**config.mk**
```make
export PLATFORM = sky130hd
export DESIGN_NAME = ahb_arbiter_flat
export DESIGN_NICKNAME = d
export VERILOG_FILES = /design/src/rtl/ahb_arbiter_if.sv /design/src/rtl/ahb_arbiter.sv /design/src/flat_wrapper.sv
export SDC_FILE = /design/constraint.sdc
export NUM_CORES = 1
export LEC_CHECK = 0
export ABC_AREA = 1
export BUFFER_PORTS_ARGS = -buffer_cell sky130_fd_sc_hd__buf_2
export CELL_PAD_IN_SITES_DETAIL_PLACEMENT = 1
export CELL_PAD_IN_SITES_GLOBAL_PLACEMENT = 1
export CORE_MARGIN = 5
export CORE_UTILIZATION = 36
export DETAILED_ROUTE_END_ITERATION = 10
export GPL_ROUTABILITY_DRIVEN = 0
export PLACE_DENSITY = 0.84
export SKIP_LAST_GASP = 1
export SLEW_MARGIN = 20
export SYNTH_ARGS = -nofsm -noshare
export SYNTH_HDL_FRONTEND = slang
export SYNTH_SLANG_ARGS = --single-unit
```
**constraint.sdc**
```tcl
create_clock -name clock -period 1.6 [get_ports clock]
set_clock_uncertainty 0.1 [all_clocks]
set_input_delay 0.24 -clock clock [delete_from_list [all_inputs] [get_ports clock]]
set_output_delay 0.24 -clock clock [all_outputs]
set_load 0.01 [all_outputs]
```
**src/rtl/ahb_arbiter_if.sv**
```systemverilog
// rtl/ahb_arbiter_if.sv - AHB arbitration signal bundle between masters and arbiter
interface ahb_arbiter_if #(
  parameter int NUM_MASTERS = 4
);
  localparam int IW = $clog2(NUM_MASTERS);

  logic [NUM_MASTERS-1:0] HBUSREQ;
  logic [NUM_MASTERS-1:0] HLOCK;
  logic [1:0]             HTRANS;
  logic                   HREADY;
  logic [NUM_MASTERS-1:0] HGRANT;
  logic [IW-1:0]          HMASTER;
  logic                   HMASTLOCK;

  // Requesting side: masters plus the bus ready/transfer-type observers
  modport master (
    output HBUSREQ, HLOCK, HTRANS, HREADY,
    input  HGRANT, HMASTER, HMASTLOCK
  );

  // Arbiter side
  modport slave (
    input  HBUSREQ, HLOCK, HTRANS, HREADY,
    output HGRANT, HMASTER, HMASTLOCK
  );
endinterface

```
**src/rtl/ahb_arbiter.sv**
```systemverilog
// rtl/ahb_arbiter.sv - AHB bus arbiter with lock, hold limit and parked default master (round robin under ARB_ROUND_ROBIN_EN, fixed priority otherwise)
module ahb_arbiter #(
  parameter int NUM_MASTERS    = 4,
  parameter int DEFAULT_MASTER = 0,
  parameter int HOLD_MAX       = 16
) (
  input  logic        clock,
  input  logic        Rst,
  ahb_arbiter_if.slave bus
);
  localparam int IW = $clog2(NUM_MASTERS);
  localparam int CW = $clog2(HOLD_MAX + 1);
  localparam logic [IW-1:0]          DEF_IDX  = IW'(DEFAULT_MASTER);
  localparam logic [CW-1:0]          HOLD_LIM = CW'(HOLD_MAX);
  localparam logic [NUM_MASTERS-1:0] ONE      = NUM_MASTERS'(1);

  typedef enum logic [1:0] {ST_PARK, ST_OWN, ST_LOCK} state_t;

  state_t                 state_q, state_d;
  logic [NUM_MASTERS-1:0] grant_q, grant_d;
  logic [IW-1:0]          owner_q, owner_d;
  logic [IW-1:0]          hmaster_q, hmaster_d;
  logic                   hmastlock_q, hmastlock_d;
  logic [CW-1:0]          hold_cnt_q, hold_cnt_d;
`ifdef ARB_ROUND_ROBIN_EN
  logic [IW-1:0]          rr_ptr_q, rr_ptr_d;
  int                     scan_idx;
`endif

  logic [NUM_MASTERS-1:0] owner_mask;
  logic                   owner_req;
  logic                   owner_lock;
  logic                   others_req;
  logic                   burst_mid;
  logic                   hold_expired;
  logic [NUM_MASTERS-1:0] cand;
  logic                   win_vld;
  logic [IW-1:0]          win_idx;

  // BUSY and SEQ are mid-burst beats; a hold-limit handover must not split them
  assign owner_mask   = ONE << owner_q;
  assign owner_req    = bus.HBUSREQ[owner_q];
  assign owner_lock   = bus.HLOCK[owner_q];
  assign others_req   = |(bus.HBUSREQ & ~owner_mask);
  assign burst_mid    = (bus.HTRANS == 2'b11) || (bus.HTRANS == 2'b01);
  assign hold_expired = (state_q == ST_OWN) && owner_req && !owner_lock &&
                        (hold_cnt_q >= HOLD_LIM) && others_req && !burst_mid;
  assign cand         = bus.HBUSREQ & ~(hold_expired ? owner_mask : '0);

  // Winner selection among the candidate requesters
  always_comb begin
    win_vld = 1'b0;
    win_idx = DEF_IDX;
`ifdef ARB_ROUND_ROBIN_EN
    scan_idx = 0;
    for (int k = 1; k <= NUM_MASTERS; k++) begin
      scan_idx = (int'(rr_ptr_q) + k) % NUM_MASTERS;
      if (!win_vld && cand[scan_idx]) begin
        win_vld = 1'b1;
        win_idx = IW'(scan_idx);
      end
    end
`else
    for (int i = 0; i < NUM_MASTERS; i++) begin
      if (!win_vld && cand[i]) begin
        win_vld = 1'b1;
        win_idx = IW'(i);
      end
    end
`endif
  end

  // Next-state, grant, hold counter and address-phase owner; everything frozen while HREADY=0
  always_comb begin
    logic rearb;
    rearb       = 1'b0;
    state_d     = state_q;
    grant_d     = grant_q;
    owner_d     = owner_q;
    hmaster_d   = hmaster_q;
    hmastlock_d = hmastlock_q;
    hold_cnt_d  = hold_cnt_q;
`ifdef ARB_ROUND_ROBIN_EN
    rr_ptr_d    = rr_ptr_q;
`endif
    if (bus.HREADY) begin
      // The address phase follows the grant held during the previous cycle
      hmaster_d   = owner_q;
      hmastlock_d = owner_lock;
      case (state_q)
        ST_PARK: rearb = |bus.HBUSREQ;
        ST_OWN: begin
          if (!owner_req) begin
            rearb = 1'b1;
          end else if (owner_lock) begin
            state_d = ST_LOCK;
          end else if (hold_expired) begin
            rearb = 1'b1;
          end else if (others_req && (hold_cnt_q < HOLD_LIM)) begin
            hold_cnt_d = hold_cnt_q + 1'b1;
          end
        end
        ST_LOCK: begin
          if (!owner_req) begin
            rearb = 1'b1;
          end else if (!owner_lock) begin
            state_d = ST_OWN;
          end
        end
        default: rearb = 1'b1;
      endcase

      if (rearb) begin
        hold_cnt_d = '0;
        if (win_vld) begin
          grant_d = ONE << win_idx;
          owner_d = win_idx;
          state_d = bus.HLOCK[win_idx] ? ST_LOCK : ST_OWN;
`ifdef ARB_ROUND_ROBIN_EN
          rr_ptr_d = win_idx;
`endif
        end else begin
          grant_d = ONE << DEF_IDX;
          owner_d = DEF_IDX;
          state_d = ST_PARK;
        end
      end
    end
  end

  // State registers; reset parks the default master immediately
  always_ff @(posedge clock or posedge Rst) begin
    if (Rst) begin
      state_q     <= ST_PARK;
      grant_q     <= ONE << DEF_IDX;
      owner_q     <= DEF_IDX;
      hmaster_q   <= DEF_IDX;
      hmastlock_q <= 1'b0;
      hold_cnt_q  <= '0;
`ifdef ARB_ROUND_ROBIN_EN
      rr_ptr_q    <= DEF_IDX;
`endif
    end else begin
      state_q     <= state_d;
      grant_q     <= grant_d;
      owner_q     <= owner_d;
      hmaster_q   <= hmaster_d;
      hmastlock_q <= hmastlock_d;
      hold_cnt_q  <= hold_cnt_d;
`ifdef ARB_ROUND_ROBIN_EN
      rr_ptr_q    <= rr_ptr_d;
`endif
    end
  end

  assign bus.HGRANT    = grant_q;
  assign bus.HMASTER   = hmaster_q;
  assign bus.HMASTLOCK = hmastlock_q;
endmodule

```
**src/flat_wrapper.sv**
```systemverilog
// flat-port wrapper written by rule: the top's interface ports become plain ports
module ahb_arbiter_flat 
#(
  parameter int NUM_MASTERS    = 4,
  parameter int DEFAULT_MASTER = 0,
  parameter int HOLD_MAX       = 16
)
  (clock, Rst, bus_HBUSREQ, bus_HLOCK, bus_HTRANS, bus_HREADY, bus_HGRANT, bus_HMASTER, bus_HMASTLOCK);
  ahb_arbiter_if #(.NUM_MASTERS(NUM_MASTERS)) bus_i ();
  input  logic clock;
  input  logic Rst;
  input wire logic [$bits(bus_i.HBUSREQ)-1:0] bus_HBUSREQ;
  input wire logic [$bits(bus_i.HLOCK)-1:0] bus_HLOCK;
  input wire logic [$bits(bus_i.HTRANS)-1:0] bus_HTRANS;
  input wire logic [$bits(bus_i.HREADY)-1:0] bus_HREADY;
  output wire logic [$bits(bus_i.HGRANT)-1:0] bus_HGRANT;
  output wire logic [$bits(bus_i.HMASTER)-1:0] bus_HMASTER;
  output wire logic [$bits(bus_i.HMASTLOCK)-1:0] bus_HMASTLOCK;
  assign bus_i.HBUSREQ = bus_HBUSREQ;
  assign bus_i.HLOCK = bus_HLOCK;
  assign bus_i.HTRANS = bus_HTRANS;
  assign bus_i.HREADY = bus_HREADY;
  assign bus_HGRANT = bus_i.HGRANT;
  assign bus_HMASTER = bus_i.HMASTER;
  assign bus_HMASTLOCK = bus_i.HMASTLOCK;
  ahb_arbiter #(.NUM_MASTERS(NUM_MASTERS), .DEFAULT_MASTER(DEFAULT_MASTER), .HOLD_MAX(HOLD_MAX)) u_core (.clock(clock), .Rst(Rst), .bus(bus_i));
endmodule
```
==> results.py <==
metrics = {
    "worst_hold_path": {
        "hold-path-endpoint": "u_core.bus.HMASTLOCK",
        "hold_path_class": "in -> reg",
        "worst_hold_startpoint": "bus_HREADY",
        "hold_path_depth": 3,
    },
    "yosys": {
        "synth-edff-count": 0,
        "synth-warning-count": 0,
        "synthDominantAreaCellType": "sky130_fd_sc_hd__dfrtp_1",
        "most_numerous_cell_in_the_yosys_netlist": "sky130_fd_sc_hd__nand2_1",
        "post_synth_most_frequent_cells": "sky130_fd_sc_hd__nand2_1 (34), sky130_fd_sc_hd__nor2_1 (17), sky130_fd_sc_hd__dfrtp_1 (15)",
        "post_synthesis_register_bit_count": 16,
        "netlist.area_leader.share_pct": 33.1,
        "asyncSetResetFlopFracSynth_pct": 100,
        "synth.top_cells.by_area": "sky130_fd_sc_hd__dfrtp_1 (33%), sky130_fd_sc_hd__nand2_1 (11%), sky130_fd_sc_hd__nand2_2 (7.2%)",
        "synth-seq-area-share_pct": 35.4,
        "synth.distinct_cells": 34,
        "postSynth.topFlopCell": "sky130_fd_sc_hd__dfrtp_1",
        "synth.cell_area_mm2": 0.00113,
        "syn-num-nets": 164,
        "avgSynthCellArea_um2": 7.57,
        "synth_cells": 150,
    },
    "drt": {
        "initialDrtViolationCount": 150,
        "number_of_detailed_route_iterations_in_the_first_pass": 4,
        "routedWlPerCell_um": 25.0,
        "detail_route.wirelength_um": 6940,
        "drcViolationCount": 0,
        "routed_via_count": 1495,
        "average_vias_per_placed_instance": 5.40,
        "route.antenna.remaining_nets": 0,
    },
    "clock_network": {
        "cts.root.buffer_cell": "sky130_fd_sc_hd__clkbuf_4",
        "tritoncts_sinks": 16,
        "path_clk_slew_ps": 90,
        "cts_tree": "done",
        "ctsLongestPathBuffers": 2,
        "worstSkewPairLatency_ps": 310,
        "number_of_buffers_inserted_during_clock_tree_synthesis": 3,
        "cts_max_level": 1,
    },
    "sta": {
        "layout_setup_ws_ps": -777,
        "timing_max_transition_violations_final": 0,
        "finalSetupViolations": 14,
        "maxClockFrequency_ghz": 0.421,
        "relative_slew_margins_pct": 61.1,
        "finalWorstPathRequiredPeriod_ps": 2380,
        "timing_hold_violations_final": 0,
        "tightestPinTransition_ps": 582,
        "min_period_over_period_pct": 149,
        "rsz0062_at_grt": "yes",
    },
    "global_route": {
        "grt_start_max_net_pins": 17,
        "overflow": 0,
        "number_of_antenna_violations_at_the_first_check_in_global_routing": 0,
        "first_global_vias": 1551,
        "grt_first_pass_wirelength_um": 7860,
        "track_usage_pct": 24.3,
    },
    "pwr": {
        "post-layout-total-power_mw": 3.47,
        "power_per_cell_area_mw_per_mm2": 1630,
        "power_leakage_nw": 1.07,
        "ir_worst_vdd_v": 0.000969,
    },
    "floorplanning": {
        "floorplan.die.height_um": 66.1,
        "coreArea_mm2": 0.00303,
        "rows": 20,
        "die-area_mm2": 0.00438,
        "die_w_um": 66.1,
        "initial_core_util_pct": 37.5,
        "boundaryPins": 20,
    },
    "layout": {
        "num-fill-cells": 337,
        "layoutNonFillerInstCount": 277,
        "antennaDiodeCount": 0,
        "final_nets": 248,
        "fraction_of_final_layout_cells_sized_beyond_drive_strength_1_pct": 69.5,
        "flow.area_growth_from_synthesis_pct": 87.9,
    },
    "place": {
        "place.port_buffers": 18,
        "placedCellCount": 247,
        "dp_worst_setup_slack_ps": -607,
        "dp.final_hpwl_um": 3130,
    },
    "critical_path": {
        "critPathCaptureType": "flop",
        "critical_path.max_stage_delay_ps": 420,
        "cp.required_ps": 1720,
        "rrSetupSlack_ps": -780,
        "critPathKind": "reg -> reg",
        "cp-start-kind": "flop",
        "worst-endpoint-arrival_ps": 2500,
        "crit_slowest_cell": "sky130_fd_sc_hd__dfrtp_2",
        "crit_path_max_fanout": 5,
        "r2r-start": "u_core.owner_q[0]",
        "ff2ff_path_depth": 17,
        "crit_path_cell_trace": "buf_6 -> inv_8 -> nand2_4 -> nand2_4 -> nand2_8 -> nand2_4 -> nor2_4 -> buf_12 -> nand3b_4 -> buf_6 -> nand3_4 -> nor2_1 -> nor2_1 -> nand2_2 -> nand2_2 -> nand2_2 -> a21oi_2",
        "crit-reg2reg-capture": "u_core.state_q[0]",
    },
    "run_status": {
        "failing_checks": "setup timing",
        "status": "complete, but fails checks",
    },
    "flow_run": {
        "timing.max_cap.violations": 0,
    },
}
==> metal layers <==
metal,vias to the layer above,track usage (%),routed length [um]
met5,-,0,0
met4,0,13.7,350
met3,26,4.93,388
met2,67,44.6,3400
met1,757,25.4,2800
li1,645,-,-
==> flip-flops by register name (all words and copies together), names as in the netlist <==
register,count
u_core.hold_cnt_q,5
u_core.bus.HGRANT,4
u_core.bus.HMASTER,2
u_core.owner_q,2
u_core.state_q,2
u_core.bus.HMASTLOCK,1
==> final cells by class <==
class	instances	area [um2]	area share, %
repair buffers	81	626	29.3
multi-input cells	114	937	44.0
inverters	18	83.8	3.93
flip-flops and latches	16	404	19.0
well taps	44	55.1	2.58
clock buffers	4	26.3	1.23
==> through the flow <==
| step | hold WS [ps] | cell area (um2) | util, % | setup TNS [ps] |
|---|---|---|---|---|
| 3_5_place_dp | 250 | 1560 | 51.4 | -5860 |
| 3_3_place_gp | 229 | 1560 | 51.4 | -4060 |
| 4_1_cts | 217 | 1840 | 60.7 | -4830 |
| 6_report | 303 | 2130 | 70.4 | -7880 |
| 2_1_floorplan | 53.0 | 1150 | - | -842 |
| 5_1_grt | 296 | 2130 | 70.4 | -8910 |
==> cells by family after synthesis <==
kind of cell               synth area share, %
AOI/OAI and AO/OA                         7.72
xor gates and xnor gates                  1.54
adders and majority gates                 1.10
buffers and inverters                     8.60
DFF                                       35.4
and+or+nand+nor                           45.6
==> how the worst max path moves through the flow <==
stage / startpoint / end / slack [ps]
detailed placement: u_core.owner_q[0] / u_core.state_q[0] / -610
global placement: u_core.owner_q[0] / u_core.state_q[0] / -420
CTS: u_core.owner_q[0] / u_core.state_q[0] / -480
floorplan: u_core.owner_q[0] / u_core.state_q[0] / -160
global route: u_core.owner_q[1] / u_core.state_q[0] / -850
finish: u_core.owner_q[0] / u_core.state_q[0] / -780
==> critical path, delay by kind of cell, from the launching register on <==
kind            cells  cell delay, ps
flops               1             420
buf+inv             4             520
simple gates       12            1080
compound gates      1             160
==> cells in the final DEF, fill, tap and decap left out, types with 3 or more instances in the layout <==
cell / netlist / final
sky130_fd_sc_hd__nand3_2: 2 / 5
sky130_fd_sc_hd__nand2_1: 34 / 12
sky130_fd_sc_hd__nor2_1: 17 / 11
sky130_fd_sc_hd__clkbuf_4: 0 / 3
sky130_fd_sc_hd__dfrtp_1: 15 / 13
sky130_fd_sc_hd__buf_12: 0 / 3
sky130_fd_sc_hd__o21ai_1: 0 / 3
sky130_fd_sc_hd__inv_1: 14 / 12
sky130_fd_sc_hd__nor2_2: 3 / 6
sky130_fd_sc_hd__a21oi_2: 2 / 3
sky130_fd_sc_hd__nor2_4: 3 / 6
sky130_fd_sc_hd__buf_4: 0 / 53
sky130_fd_sc_hd__buf_2: 0 / 18
sky130_fd_sc_hd__nand3_1: 10 / 3
sky130_fd_sc_hd__nand3_4: 0 / 4
sky130_fd_sc_hd__nand2_2: 13 / 22
sky130_fd_sc_hd__buf_6: 2 / 6
sky130_fd_sc_hd__nand2_4: 3 / 14
==> power breakdown <==
part	total, mW	leakage [nW]	switching, mW	internal [mW]
registers	0.687	0.203	0.146	0.541
logic	2.55	0.852	1.45	1.10
clock network	0.233	0.0150	0.136	0.0976
total	3.47	1.07	1.74	1.73
==> timing repair <==
action,in CTS,in global routing
endpoints found under the setup margin,13,13
hold buffers,1,0
buffers inserted,10,15
gates resized for setup,42,37
hold endpoints to repair,15,0
pin swaps,24,25
Power figures use the tool's default switching activity.
